`config.mk`:
```
export PLATFORM = sky130hd
export DESIGN_NAME = reorder_buffer_flat
export DESIGN_NICKNAME = d
export VERILOG_FILES = /design/src/rtl/reorder_buffer_pkg.sv /design/src/rtl/reorder_buffer_if.sv /design/src/rtl/reorder_buffer_lookup.sv /design/src/rtl/reorder_buffer.sv /design/src/flat_wrapper.sv
export SDC_FILE = /design/constraint.sdc
export NUM_CORES = 2
export LEC_CHECK = 0
export CAP_MARGIN = 15
export CORE_MARGIN = 2
export CORE_UTILIZATION = 37
export CTS_CLUSTER_DIAMETER = 80
export DETAILED_ROUTE_END_ITERATION = 10
export PLACE_DENSITY_LB_ADDON = 0.25
export SLEW_MARGIN = 10
export SYNTH_ARGS = -nofsm -noshare
export SYNTH_HDL_FRONTEND = slang
export SYNTH_SLANG_ARGS = --single-unit
```
`constraint.sdc`:
```
create_clock -name clk -period 71.3 [get_ports clk]
set_input_delay 21.39 -clock clk [delete_from_list [all_inputs] [get_ports clk]]
set_output_delay 21.39 -clock clk [all_outputs]
set_load 0.01 [all_outputs]
```
`src/rtl/reorder_buffer_pkg.sv`:
```
// Shared types for the reorder buffer: entry type codes and the per-entry record.
package reorder_buffer_pkg;

    localparam int unsigned ROB_SIZE_DEF = 16;
    localparam int unsigned TAG_W_DEF    = 4;

    typedef enum logic [1:0] {
        ROB_REG    = 2'd0,
        ROB_STORE  = 2'd1,
        ROB_BRANCH = 2'd2
    } rob_type_e;

    typedef struct packed {
        logic      busy;
        logic      ready;
        rob_type_e typ;
        logic [4:0]  dest;
        logic [31:0] pred_pc;
        logic [31:0] next_pc;
        logic [31:0] data;
    } rob_entry_t;

endpackage

```
`src/rtl/reorder_buffer_if.sv`:
```
// Decode/dispatch/CDB/commit signal bundle of the reorder buffer.
// slave = the ROB itself, master = the core (or bench) around it.
interface reorder_buffer_if #(parameter int unsigned TAG_W = 4);

    logic             ID_valid;
    logic [1:0]       ID_type;
    logic [4:0]       ID_reg_dest;
    logic [31:0]      ID_pred_pc;
    logic             ID_full;
    logic [TAG_W-1:0] ID_tag;

    logic [TAG_W-1:0] dispatch_tag1;
    logic [TAG_W-1:0] dispatch_tag2;
    logic             dispatch_ready1;
    logic             dispatch_ready2;
    logic [31:0]      dispatch_data1;
    logic [31:0]      dispatch_data2;

    logic             ALU_valid;
    logic [TAG_W-1:0] ALU_tag;
    logic [31:0]      ALU_data;
    logic [31:0]      ALU_next_pc;
    logic             LSB_valid;
    logic [TAG_W-1:0] LSB_tag;
    logic [31:0]      LSB_data;

    logic             LSB_store_commit;
    logic             regfile_data_valid;
    logic [4:0]       regfile_reg_dest;
    logic [TAG_W-1:0] regfile_tag;
    logic [31:0]      regfile_data;
    logic             clear;
    logic [31:0]      IF_redirect_pc;

    modport slave (
        input  ID_valid, ID_type, ID_reg_dest, ID_pred_pc,
        output ID_full, ID_tag,
        input  dispatch_tag1, dispatch_tag2,
        output dispatch_ready1, dispatch_ready2, dispatch_data1, dispatch_data2,
        input  ALU_valid, ALU_tag, ALU_data, ALU_next_pc,
        input  LSB_valid, LSB_tag, LSB_data,
        output LSB_store_commit, regfile_data_valid, regfile_reg_dest, regfile_tag,
        output regfile_data, clear, IF_redirect_pc
    );

    modport master (
        output ID_valid, ID_type, ID_reg_dest, ID_pred_pc,
        input  ID_full, ID_tag,
        output dispatch_tag1, dispatch_tag2,
        input  dispatch_ready1, dispatch_ready2, dispatch_data1, dispatch_data2,
        output ALU_valid, ALU_tag, ALU_data, ALU_next_pc,
        output LSB_valid, LSB_tag, LSB_data,
        input  LSB_store_commit, regfile_data_valid, regfile_reg_dest, regfile_tag,
        input  regfile_data, clear, IF_redirect_pc
    );

endinterface

```
`src/rtl/reorder_buffer_lookup.sv`:
```
// Two combinational operand-lookup ports of the ROB.
// Build option ROB_CDB_BYPASS_EN: also match this cycle's ALU/LSB broadcast (ALU first).
module reorder_buffer_lookup #(
    parameter int unsigned ROB_SIZE = 16,
    parameter int unsigned TAG_W    = 4
) (
    input  logic [ROB_SIZE-1:0] i_busy,
    input  logic [ROB_SIZE-1:0] i_ready,
    input  logic [31:0]         i_data [ROB_SIZE],
    input  logic [TAG_W-1:0]    i_tag1,
    input  logic [TAG_W-1:0]    i_tag2,
    input  logic                i_alu_valid,
    input  logic [TAG_W-1:0]    i_alu_tag,
    input  logic [31:0]         i_alu_data,
    input  logic                i_lsb_valid,
    input  logic [TAG_W-1:0]    i_lsb_tag,
    input  logic [31:0]         i_lsb_data,
    output logic                o_ready1,
    output logic [31:0]         o_data1,
    output logic                o_ready2,
    output logic [31:0]         o_data2
);

    typedef struct packed {
        logic        ready;
        logic [31:0] data;
    } lookup_t;

    function automatic lookup_t lookup(input logic [TAG_W-1:0] tag);
        lookup_t r;
        r.ready = i_busy[tag] & i_ready[tag];
        r.data  = i_data[tag];
`ifdef ROB_CDB_BYPASS_EN
        if (i_busy[tag]) begin
            if (i_alu_valid && (i_alu_tag == tag)) begin
                r.ready = 1'b1;
                r.data  = i_alu_data;
            end else if (i_lsb_valid && (i_lsb_tag == tag)) begin
                r.ready = 1'b1;
                r.data  = i_lsb_data;
            end
        end
`endif
        return r;
    endfunction

`ifndef ROB_CDB_BYPASS_EN
    logic w_unused_cdb;
    assign w_unused_cdb = ^{i_alu_valid, i_alu_tag, i_alu_data, i_lsb_valid, i_lsb_tag, i_lsb_data};
`endif

    lookup_t w_lk1, w_lk2;

    always_comb begin
        w_lk1 = lookup(i_tag1);
        w_lk2 = lookup(i_tag2);
    end

    assign o_ready1 = w_lk1.ready;
    assign o_data1  = w_lk1.data;
    assign o_ready2 = w_lk2.ready;
    assign o_data2  = w_lk2.data;

endmodule

```
`src/rtl/reorder_buffer.sv`:
```
// Circular in-order reorder buffer: allocation, CDB capture, single in-order retire, mispredict flush.
// Build option ROB_CDB_BYPASS_EN enables CDB bypass on the lookup ports.
module reorder_buffer
    import reorder_buffer_pkg::*;
#(
    parameter int unsigned ROB_SIZE = ROB_SIZE_DEF,
    parameter int unsigned TAG_W    = TAG_W_DEF
) (
    input  logic             clk,
    input  logic             rst,
    input  logic             rdy,
    reorder_buffer_if.slave  bus
);

    localparam logic [TAG_W:0] FULL_COUNT = (TAG_W+1)'(ROB_SIZE);

    rob_entry_t       r_entry [ROB_SIZE];
    logic [TAG_W-1:0] r_head;
    logic [TAG_W-1:0] r_tail;
    logic [TAG_W:0]   r_count;

    logic             r_rf_valid;
    logic [4:0]       r_rf_dest;
    logic [TAG_W-1:0] r_rf_tag;
    logic [31:0]      r_rf_data;
    logic             r_store_commit;
    logic             r_clear;
    logic [31:0]      r_redirect_pc;

    rob_entry_t          w_head_e;
    logic                w_full, w_alloc, w_commit, w_mispredict;
    logic                w_alu_hit, w_lsb_hit;
    logic [ROB_SIZE-1:0] w_busy, w_ready;
    logic [31:0]         w_data [ROB_SIZE];

    assign w_head_e     = r_entry[r_head];
    assign w_full       = (r_count == FULL_COUNT);
    assign w_alloc      = bus.ID_valid & ~w_full;
    assign w_commit     = (r_count != '0) & w_head_e.ready;
    assign w_mispredict = w_commit & (w_head_e.typ == ROB_BRANCH) & (w_head_e.next_pc != w_head_e.pred_pc);
    assign w_alu_hit    = bus.ALU_valid & r_entry[bus.ALU_tag].busy;
    assign w_lsb_hit    = bus.LSB_valid & r_entry[bus.LSB_tag].busy
                          & ~(bus.ALU_valid & (bus.ALU_tag == bus.LSB_tag));

    assign bus.ID_full = w_full;
    assign bus.ID_tag  = r_tail;

    // Ready is cleared on retire, so a set ready bit always belongs to a live entry.
    always_ff @(posedge clk or posedge rst) begin
        if (rst) begin
            for (int unsigned i = 0; i < ROB_SIZE; i++) r_entry[i] <= '0;
            r_head  <= '0;
            r_tail  <= '0;
            r_count <= '0;
        end else if (rdy) begin
            if (w_mispredict) begin
                for (int unsigned i = 0; i < ROB_SIZE; i++) begin
                    r_entry[i].busy  <= 1'b0;
                    r_entry[i].ready <= 1'b0;
                end
                r_head  <= '0;
                r_tail  <= '0;
                r_count <= '0;
            end else begin
                if (w_lsb_hit) begin
                    r_entry[bus.LSB_tag].ready <= 1'b1;
                    r_entry[bus.LSB_tag].data  <= bus.LSB_data;
                end
                if (w_alu_hit) begin
                    r_entry[bus.ALU_tag].ready   <= 1'b1;
                    r_entry[bus.ALU_tag].data    <= bus.ALU_data;
                    r_entry[bus.ALU_tag].next_pc <= bus.ALU_next_pc;
                end
                if (w_alloc) begin
                    r_entry[r_tail] <= '{busy: 1'b1, ready: 1'b0, typ: rob_type_e'(bus.ID_type),
                                         dest: bus.ID_reg_dest, pred_pc: bus.ID_pred_pc,
                                         next_pc: bus.ID_pred_pc, data: '0};
                    r_tail <= r_tail + 1'b1;
                end
                if (w_commit) begin
                    r_entry[r_head].busy  <= 1'b0;
                    r_entry[r_head].ready <= 1'b0;
                    r_head <= r_head + 1'b1;
                end
                r_count <= r_count + (TAG_W+1)'(w_alloc) - (TAG_W+1)'(w_commit);
            end
        end
    end

    always_ff @(posedge clk or posedge rst) begin
        if (rst) begin
            r_rf_valid     <= 1'b0;
            r_rf_dest      <= '0;
            r_rf_tag       <= '0;
            r_rf_data      <= '0;
            r_store_commit <= 1'b0;
            r_clear        <= 1'b0;
            r_redirect_pc  <= '0;
        end else begin
            r_rf_valid     <= 1'b0;
            r_store_commit <= 1'b0;
            r_clear        <= 1'b0;
            if (rdy && w_commit) begin
                if (w_head_e.typ == ROB_STORE) begin
                    r_store_commit <= 1'b1;
                end else begin
                    r_rf_valid <= 1'b1;
                    r_rf_dest  <= w_head_e.dest;
                    r_rf_tag   <= r_head;
                    r_rf_data  <= w_head_e.data;
                end
                if (w_mispredict) begin
                    r_clear       <= 1'b1;
                    r_redirect_pc <= w_head_e.next_pc;
                end
            end
        end
    end

    assign bus.regfile_data_valid = r_rf_valid;
    assign bus.regfile_reg_dest   = r_rf_dest;
    assign bus.regfile_tag        = r_rf_tag;
    assign bus.regfile_data       = r_rf_data;
    assign bus.LSB_store_commit   = r_store_commit;
    assign bus.clear              = r_clear;
    assign bus.IF_redirect_pc     = r_redirect_pc;

    always_comb begin
        for (int unsigned i = 0; i < ROB_SIZE; i++) begin
            w_busy[i]  = r_entry[i].busy;
            w_ready[i] = r_entry[i].ready;
            w_data[i]  = r_entry[i].data;
        end
    end

    reorder_buffer_lookup #(.ROB_SIZE(ROB_SIZE), .TAG_W(TAG_W)) u_lookup (
        .i_busy      (w_busy),
        .i_ready     (w_ready),
        .i_data      (w_data),
        .i_tag1      (bus.dispatch_tag1),
        .i_tag2      (bus.dispatch_tag2),
        .i_alu_valid (bus.ALU_valid),
        .i_alu_tag   (bus.ALU_tag),
        .i_alu_data  (bus.ALU_data),
        .i_lsb_valid (bus.LSB_valid),
        .i_lsb_tag   (bus.LSB_tag),
        .i_lsb_data  (bus.LSB_data),
        .o_ready1    (bus.dispatch_ready1),
        .o_data1     (bus.dispatch_data1),
        .o_ready2    (bus.dispatch_ready2),
        .o_data2     (bus.dispatch_data2)
    );

endmodule

```
`src/flat_wrapper.sv`:
```
// flat-port wrapper written by rule: the top's interface ports become plain ports
module reorder_buffer_flat import reorder_buffer_pkg::*;
#(
    parameter int unsigned ROB_SIZE = ROB_SIZE_DEF,
    parameter int unsigned TAG_W    = TAG_W_DEF
)
  (clk, rst, rdy, bus_ID_valid, bus_ID_type, bus_ID_reg_dest, bus_ID_pred_pc, bus_ID_full, bus_ID_tag, bus_dispatch_tag1, bus_dispatch_tag2, bus_dispatch_ready1, bus_dispatch_ready2, bus_dispatch_data1, bus_dispatch_data2, bus_ALU_valid, bus_ALU_tag, bus_ALU_data, bus_ALU_next_pc, bus_LSB_valid, bus_LSB_tag, bus_LSB_data, bus_LSB_store_commit, bus_regfile_data_valid, bus_regfile_reg_dest, bus_regfile_tag, bus_regfile_data, bus_clear, bus_IF_redirect_pc);
  reorder_buffer_if #(.TAG_W(TAG_W)) bus_i ();
  input  logic clk;
  input  logic rst;
  input  logic rdy;
  input wire logic [$bits(bus_i.ID_valid)-1:0] bus_ID_valid;
  input wire logic [$bits(bus_i.ID_type)-1:0] bus_ID_type;
  input wire logic [$bits(bus_i.ID_reg_dest)-1:0] bus_ID_reg_dest;
  input wire logic [$bits(bus_i.ID_pred_pc)-1:0] bus_ID_pred_pc;
  output wire logic [$bits(bus_i.ID_full)-1:0] bus_ID_full;
  output wire logic [$bits(bus_i.ID_tag)-1:0] bus_ID_tag;
  input wire logic [$bits(bus_i.dispatch_tag1)-1:0] bus_dispatch_tag1;
  input wire logic [$bits(bus_i.dispatch_tag2)-1:0] bus_dispatch_tag2;
  output wire logic [$bits(bus_i.dispatch_ready1)-1:0] bus_dispatch_ready1;
  output wire logic [$bits(bus_i.dispatch_ready2)-1:0] bus_dispatch_ready2;
  output wire logic [$bits(bus_i.dispatch_data1)-1:0] bus_dispatch_data1;
  output wire logic [$bits(bus_i.dispatch_data2)-1:0] bus_dispatch_data2;
  input wire logic [$bits(bus_i.ALU_valid)-1:0] bus_ALU_valid;
  input wire logic [$bits(bus_i.ALU_tag)-1:0] bus_ALU_tag;
  input wire logic [$bits(bus_i.ALU_data)-1:0] bus_ALU_data;
  input wire logic [$bits(bus_i.ALU_next_pc)-1:0] bus_ALU_next_pc;
  input wire logic [$bits(bus_i.LSB_valid)-1:0] bus_LSB_valid;
  input wire logic [$bits(bus_i.LSB_tag)-1:0] bus_LSB_tag;
  input wire logic [$bits(bus_i.LSB_data)-1:0] bus_LSB_data;
  output wire logic [$bits(bus_i.LSB_store_commit)-1:0] bus_LSB_store_commit;
  output wire logic [$bits(bus_i.regfile_data_valid)-1:0] bus_regfile_data_valid;
  output wire logic [$bits(bus_i.regfile_reg_dest)-1:0] bus_regfile_reg_dest;
  output wire logic [$bits(bus_i.regfile_tag)-1:0] bus_regfile_tag;
  output wire logic [$bits(bus_i.regfile_data)-1:0] bus_regfile_data;
  output wire logic [$bits(bus_i.clear)-1:0] bus_clear;
  output wire logic [$bits(bus_i.IF_redirect_pc)-1:0] bus_IF_redirect_pc;
  assign bus_i.ID_valid = bus_ID_valid;
  assign bus_i.ID_type = bus_ID_type;
  assign bus_i.ID_reg_dest = bus_ID_reg_dest;
  assign bus_i.ID_pred_pc = bus_ID_pred_pc;
  assign bus_ID_full = bus_i.ID_full;
  assign bus_ID_tag = bus_i.ID_tag;
  assign bus_i.dispatch_tag1 = bus_dispatch_tag1;
  assign bus_i.dispatch_tag2 = bus_dispatch_tag2;
  assign bus_dispatch_ready1 = bus_i.dispatch_ready1;
  assign bus_dispatch_ready2 = bus_i.dispatch_ready2;
  assign bus_dispatch_data1 = bus_i.dispatch_data1;
  assign bus_dispatch_data2 = bus_i.dispatch_data2;
  assign bus_i.ALU_valid = bus_ALU_valid;
  assign bus_i.ALU_tag = bus_ALU_tag;
  assign bus_i.ALU_data = bus_ALU_data;
  assign bus_i.ALU_next_pc = bus_ALU_next_pc;
  assign bus_i.LSB_valid = bus_LSB_valid;
  assign bus_i.LSB_tag = bus_LSB_tag;
  assign bus_i.LSB_data = bus_LSB_data;
  assign bus_LSB_store_commit = bus_i.LSB_store_commit;
  assign bus_regfile_data_valid = bus_i.regfile_data_valid;
  assign bus_regfile_reg_dest = bus_i.regfile_reg_dest;
  assign bus_regfile_tag = bus_i.regfile_tag;
  assign bus_regfile_data = bus_i.regfile_data;
  assign bus_clear = bus_i.clear;
  assign bus_IF_redirect_pc = bus_i.IF_redirect_pc;
  reorder_buffer #(.ROB_SIZE(ROB_SIZE), .TAG_W(TAG_W)) u_core (.clk(clk), .rst(rst), .rdy(rdy), .bus(bus_i));
endmodule
```
=== After elaboration in Yosys (flattened, before gate mapping) ===
Cells that the tools add are included.

* $lt $le $gt $ge: 12
* Bitwise operators: 20
* Mux-type cells: 84
* $add $sub $neg: 4
* Eq/ne operators: 5
* Reduce and logical (&&, ||, !) cells: 13

{| class="wikitable"
|+ Operators with widths
! operator !! count
|-
| 1680-bit 2-to-1 mux || 10
|-
| 1680-bit bitwise mux || 8
|-
| 105-bit demux with 4-bit select || 8
|-
| 105-bit binary-select mux with 4-bit select || 3
|-
| 105-bit 2-to-1 mux || 6
|-
| 104-bit 2-to-1 mux || 5
|-
| 32-bit binary-select mux with 4-bit select || 2
|-
| 32-bit 2-to-1 mux || 6
|-
| 64-bit 2-to-1 mux || 1
|-
| 2-bit 2-to-1 mux || 16
|-
| 32-bit inequality test || 1
|-
| 5-bit >= comparator, second input constant || 6
|-
| 4-bit NOT with 5-bit output || 6
|-
| 5-bit by 1-bit less-than comparator with 1-bit output, second input constant || 4
|-
| 1-bit binary-select mux with 4-bit select || 4
|-
| 4-bit 2-to-1 mux || 4
|-
| 1-bit bitwise AND || 10
|-
| 4-bit by 5-bit less-than comparator with 1-bit output, second input constant || 2
|-
| 1-bit 2-to-1 mux || 10
|-
| 2-bit AND reduction || 5
|-
| 4-bit by 1-bit adder with 4-bit output, second input constant || 2
|-
| 5-bit by 1-bit adder with 5-bit output || 1
|-
| 5-bit equality test, second input constant || 1
|-
| 1-bit logical AND || 5
|-
| 8 further kinds || 12
|}

* Register bits: 1,769
* Input bits: 157
* Output and inout port bits: 147

=== Logic depth before layout (Yosys ltp) ===
* Depth in word-level cells: 24
* Mapped depth: 16
* Gate-level depth less buffers: 14

=== Hierarchy ===
From an unflattened synthesis, not the netlist that was laid out.

* Cells, all modules: 7,841
* Area total of the unflattened synthesis: 98,580.8 um2

{| class="wikitable"
|+ By module, submodules not included
! module !! area each (um2) !! times used !! cells each !! sequential area each (um2)
|-
| reorder_buffer || 90,787.1 || 1 || 7,249 || 44,267.5
|-
| reorder_buffer_lookup || 7,793.7 || 1 || 592 || 0.0
|}

=== Worst setup path before layout ===
OpenSTA, ideal clock, no wires.

* Path kind: input to output
* Start: input bus_dispatch_tag1[0]
* End: output bus_dispatch_data1[22]
* Required time: 49.910 ns
* Data arrival time: 23.500 ns
* Buffers on the path: 2
* Stages: 4
* Setup slack: 26.410 ns
* Cells stage by stage: buf_1 > buf_1 > mux4_2 > mux4_2

* Longest elaborated chain between the ends: 4

{| class="wikitable"
|+ RTL lines
! what !! RTL line !! text
|-
| from (decl) || flat_wrapper.sv:18 || <nowiki>input wire logic [$bits(bus_i.dispatch_tag1)-1:0] bus_dispatch_tag1;</nowiki>
|-
| 4-bit NOT with 5-bit output (implied by the code) || reorder_buffer_lookup.sv:32 || <nowiki>r.data = i_data[tag];</nowiki>
|-
| 32-bit binary-select mux with 4-bit select || reorder_buffer_lookup.sv:32 ||
|-
| 32-bit 2-to-1 mux (implied by the code) (2 in series) || reorder_buffer_lookup.sv:32 ||
|-
| to (decl) || flat_wrapper.sv:22 || <nowiki>output wire logic [$bits(bus_i.dispatch_data1)-1:0] bus_dispatch_data1;</nowiki>
|}

No other way between the ends. The select of a mux whose other input is x is not followed.

=== Worst setup path in the final report ===
* Start: input bus_dispatch_tag2[0]
* End: output bus_dispatch_data2[2]

* Longest elaborated chain between the ends: 4

{| class="wikitable"
|+ RTL lines
! what !! RTL line !! text
|-
| from (decl) || flat_wrapper.sv:19 || <nowiki>input wire logic [$bits(bus_i.dispatch_tag2)-1:0] bus_dispatch_tag2;</nowiki>
|-
| 4-bit NOT with 5-bit output (implied by the code) || reorder_buffer_lookup.sv:32 ||
|-
| 32-bit binary-select mux with 4-bit select || reorder_buffer_lookup.sv:32 ||
|-
| 32-bit 2-to-1 mux (implied by the code) (2 in series) || reorder_buffer_lookup.sv:32 ||
|-
| to (decl) || flat_wrapper.sv:23 || <nowiki>output wire logic [$bits(bus_i.dispatch_data2)-1:0] bus_dispatch_data2;</nowiki>
|}

No other way between the ends. The select of a mux whose other input is x is not followed.

==> flow_metrics.tcl <==
set metrics [dict create \
    status "complete, no violations" \
    final_core_util 0.415 \
    synthTopCellsByArea "dfrtp_1, mux4_2, a32o_1" \
    root_buffer "clkbuf_16" \
    antenna_found_initial 66 \
    cts_resized 0 \
    vias 83900 \
    crit_path_max_fanout 49 \
    slew_viol_final 0 \
    track_usage 0.297 \
    synthArstFlopShare 1.00 \
    dieHeight_um 527 \
    ir_drop_v 0.0000373 \
    syn-cell-area_mm2 0.101 \
    finalSetupViolCount 0 \
    ctsHtreeMaxLevel 4 \
    grt_pass1_vias 82100 \
    mostFrequentLayoutCells "dfrtp_1, mux4_2, a32o_1" \
    cp-end-kind "output pin" \
    fin_crit_ps 46630 \
    syn2layout_area_growth_pct 11.3 \
    clk_pin_slew_ps 60 \
    start_kind "primary input" \
    hold_viol 0 \
    std_cell_rows 191 \
    dp_hpwl_um 223000 \
    setup_tns_ps 0 \
    gp_congestion 0.854 \
    fmax_mhz 21.4 \
    overflow 0 \
    post_cts_buffers 0 \
    cts_buffers 206 \
    clockBufferDepth 4 \
    rrSetupSlack_ps 60510 \
    synth_flop_cell "dfrtp_1" \
    layout-drive-gt1-share 0.195 \
    ys_types 50 \
    slowest_delay_ps 810 \
    synth_seq_cells 1769 \
    worst_hold_slack_ps 486 \
    viasPerCell 7.29 \
    finalWirelength_um 427000 \
    timing.slew.headroom 0.120 \
    grt_pass1_wl_um 609000 \
    cp_top_family "buffers and inverters" \
    postRouteAntennaNets 0 \
    critPathRequiredTime_ps 49910 \
    synth_top_area_frac 0.438 \
    dr.pass1.iters 8 \
    power_density_mw_per_mm2 39.0 \
    clock_sinks 1769 \
    netlist_instances 8286 \
    rsz0062_at_grt "no" \
    tritoncts "done" \
    wl_per_cell_um 37.1 \
    fp.dieArea_mm2 0.278 \
    synth.net_count 8458 \
    yosysWarnings 0 \
    avgSynthCellArea_um2 12.2 \
    mostFrequentLayoutCell "dfrtp_1" \
    worst-path-buf-inv 4 \
    port_buffers 303 \
    path_cells "buf_8 -> buf_4 -> buf_4 -> mux4_2 -> mux4_2 -> clkdlybuf4s50_1" \
    total_power_uw 4390 \
    fp.coreArea_mm2 0.271 \
    drc 0 \
    fin_skew_ps 91.2 \
    drv_cap 0 \
    clock_latency_ps 910 \
    grt_max_degree 251 \
    synth_edf_count 0 \
    synth.largest_area_cell "dfrtp_1" \
    crit_arrival_ps 25240 \
    hold_path_class "reg -> reg" \
    initial_core_util 0.373 \
    drtIter0Drc 11800 \
    num-nets-final 7920 \
    die_x_um 527 \
    worstMarginPinSlew_ps 1320 \
    crit_type "in -> out" \
    cp_slowest_cell "buf_4" \
    cts_hold_buffers 0 \
    io_pins 304 \
    power_leakage_uw 0.0459 \
    period_share 0.654 \
    synth-seq-area-share 0.438 \
]
## metrics by stage
| step | area (um^2) | std cells | worst slack (ps) |
|---|---|---|---|
| floorplan | 101000 | 8286 | 25380 |
| global placement | 106000 | 11100 | 24720 |
| detailed placement | 106000 | 11100 | 24620 |
| CTS | 113000 | 11500 | 24620 |
| global route | 113000 | 11500 | 24390 |
| finish | 113000 | 11500 | 24670 |
## where the power goes
group	leakage, uW	internal, uW	switching (uW)
registers	0.0232	1370	333
clock network	0.00334	630	457
logic	0.0193	843	756
total	0.0459	2850	1550
## cell usage after synthesis, types with 3 or more instances
library cell	instances
nor2b_1	7
clkbuf_1	779
nand3_1	40
a211oi_2	3
and2_1	45
buf_2	221
o211ai_1	16
nor4_1	12
a211oi_4	13
buf_4	87
nand2b_1	9
a2bb2oi_1	523
a22o_1	512
a22oi_1	128
nand2_1	132
nor3_1	5
and3_1	3
nor3b_1	3
mux4_2	786
xnor2_1	5
inv_1	21
a31oi_1	8
a32o_1	625
ha_1	14
dfrtp_1	1769
mux2i_1	513
mux2_2	75
buf_1	168
nand4_1	7
a21oi_1	569
xor2_1	34
a311oi_1	8
o22ai_1	512
nor2_1	78
o21ai_0	537
## cells by family (layout without fill, tap and decap cells)
family	after synthesis	in the layout	synth area share
other cells	0	24	0
compound gates	3463	3463	0.253
buf+inv	1278	898	0.0535
xor+xnor	39	39	0.00338
flops	1769	1769	0.438
mux	1374	1374	0.234
fa+ha+maj	15	15	0.00193
simple gates	348	348	0.0159
## worst register-to-register path, cell delays in order (launching register included)
cell     delay [ps]
dfrtp_4         980
buf_12          580
buf_4           870
buf_4           810
buf_4           680
mux4_2          420
a22oi_1         250
nand2_1         340
xor2_1          260
nor4_1          790
nand4_1         570
o21ai_4         340
buf_4           640
buf_4           860
buf_12          720
buf_4          1300
a32o_1          380
## area by class of cell
type	count	area, um^2
Fill cell	24800	159000
Clock buffer	309	6130
Timing Repair Buffer	510	4740
Tap cell	3570	4470
Antenna cell	24	60.1
Inverter	22	88.8
Clock inverter	57	609
Sequential cell	1769	44300
Multi-Input combinational cell	5239	52200
## layer usage
metal  share of wire  track usage  routed length [um]
met1            0.38        0.391              162000
met2            0.44        0.444              190000
met3            0.12       0.0918               52300
met4           0.053        0.146               22800
met5         0.00090     0.000693                 386
## path summary, 6_finish.rpt
path	cells after the start	from	to
min in group asynchronous	2	rst	u_core.r_entry[737]$_DFFE_PP0P_
max in group asynchronous	7	rst	async pin
hold reg to reg	1	flop	flop
setup / recovery	6	bus_dispatch_tag2[0]	bus_dispatch_data2[2]
hold / removal	1	flop	flop
setup reg to reg	16	u_core.r_head[1]$_DFFE_PP0P_	flop
Power figures use the tool's default switching activity.
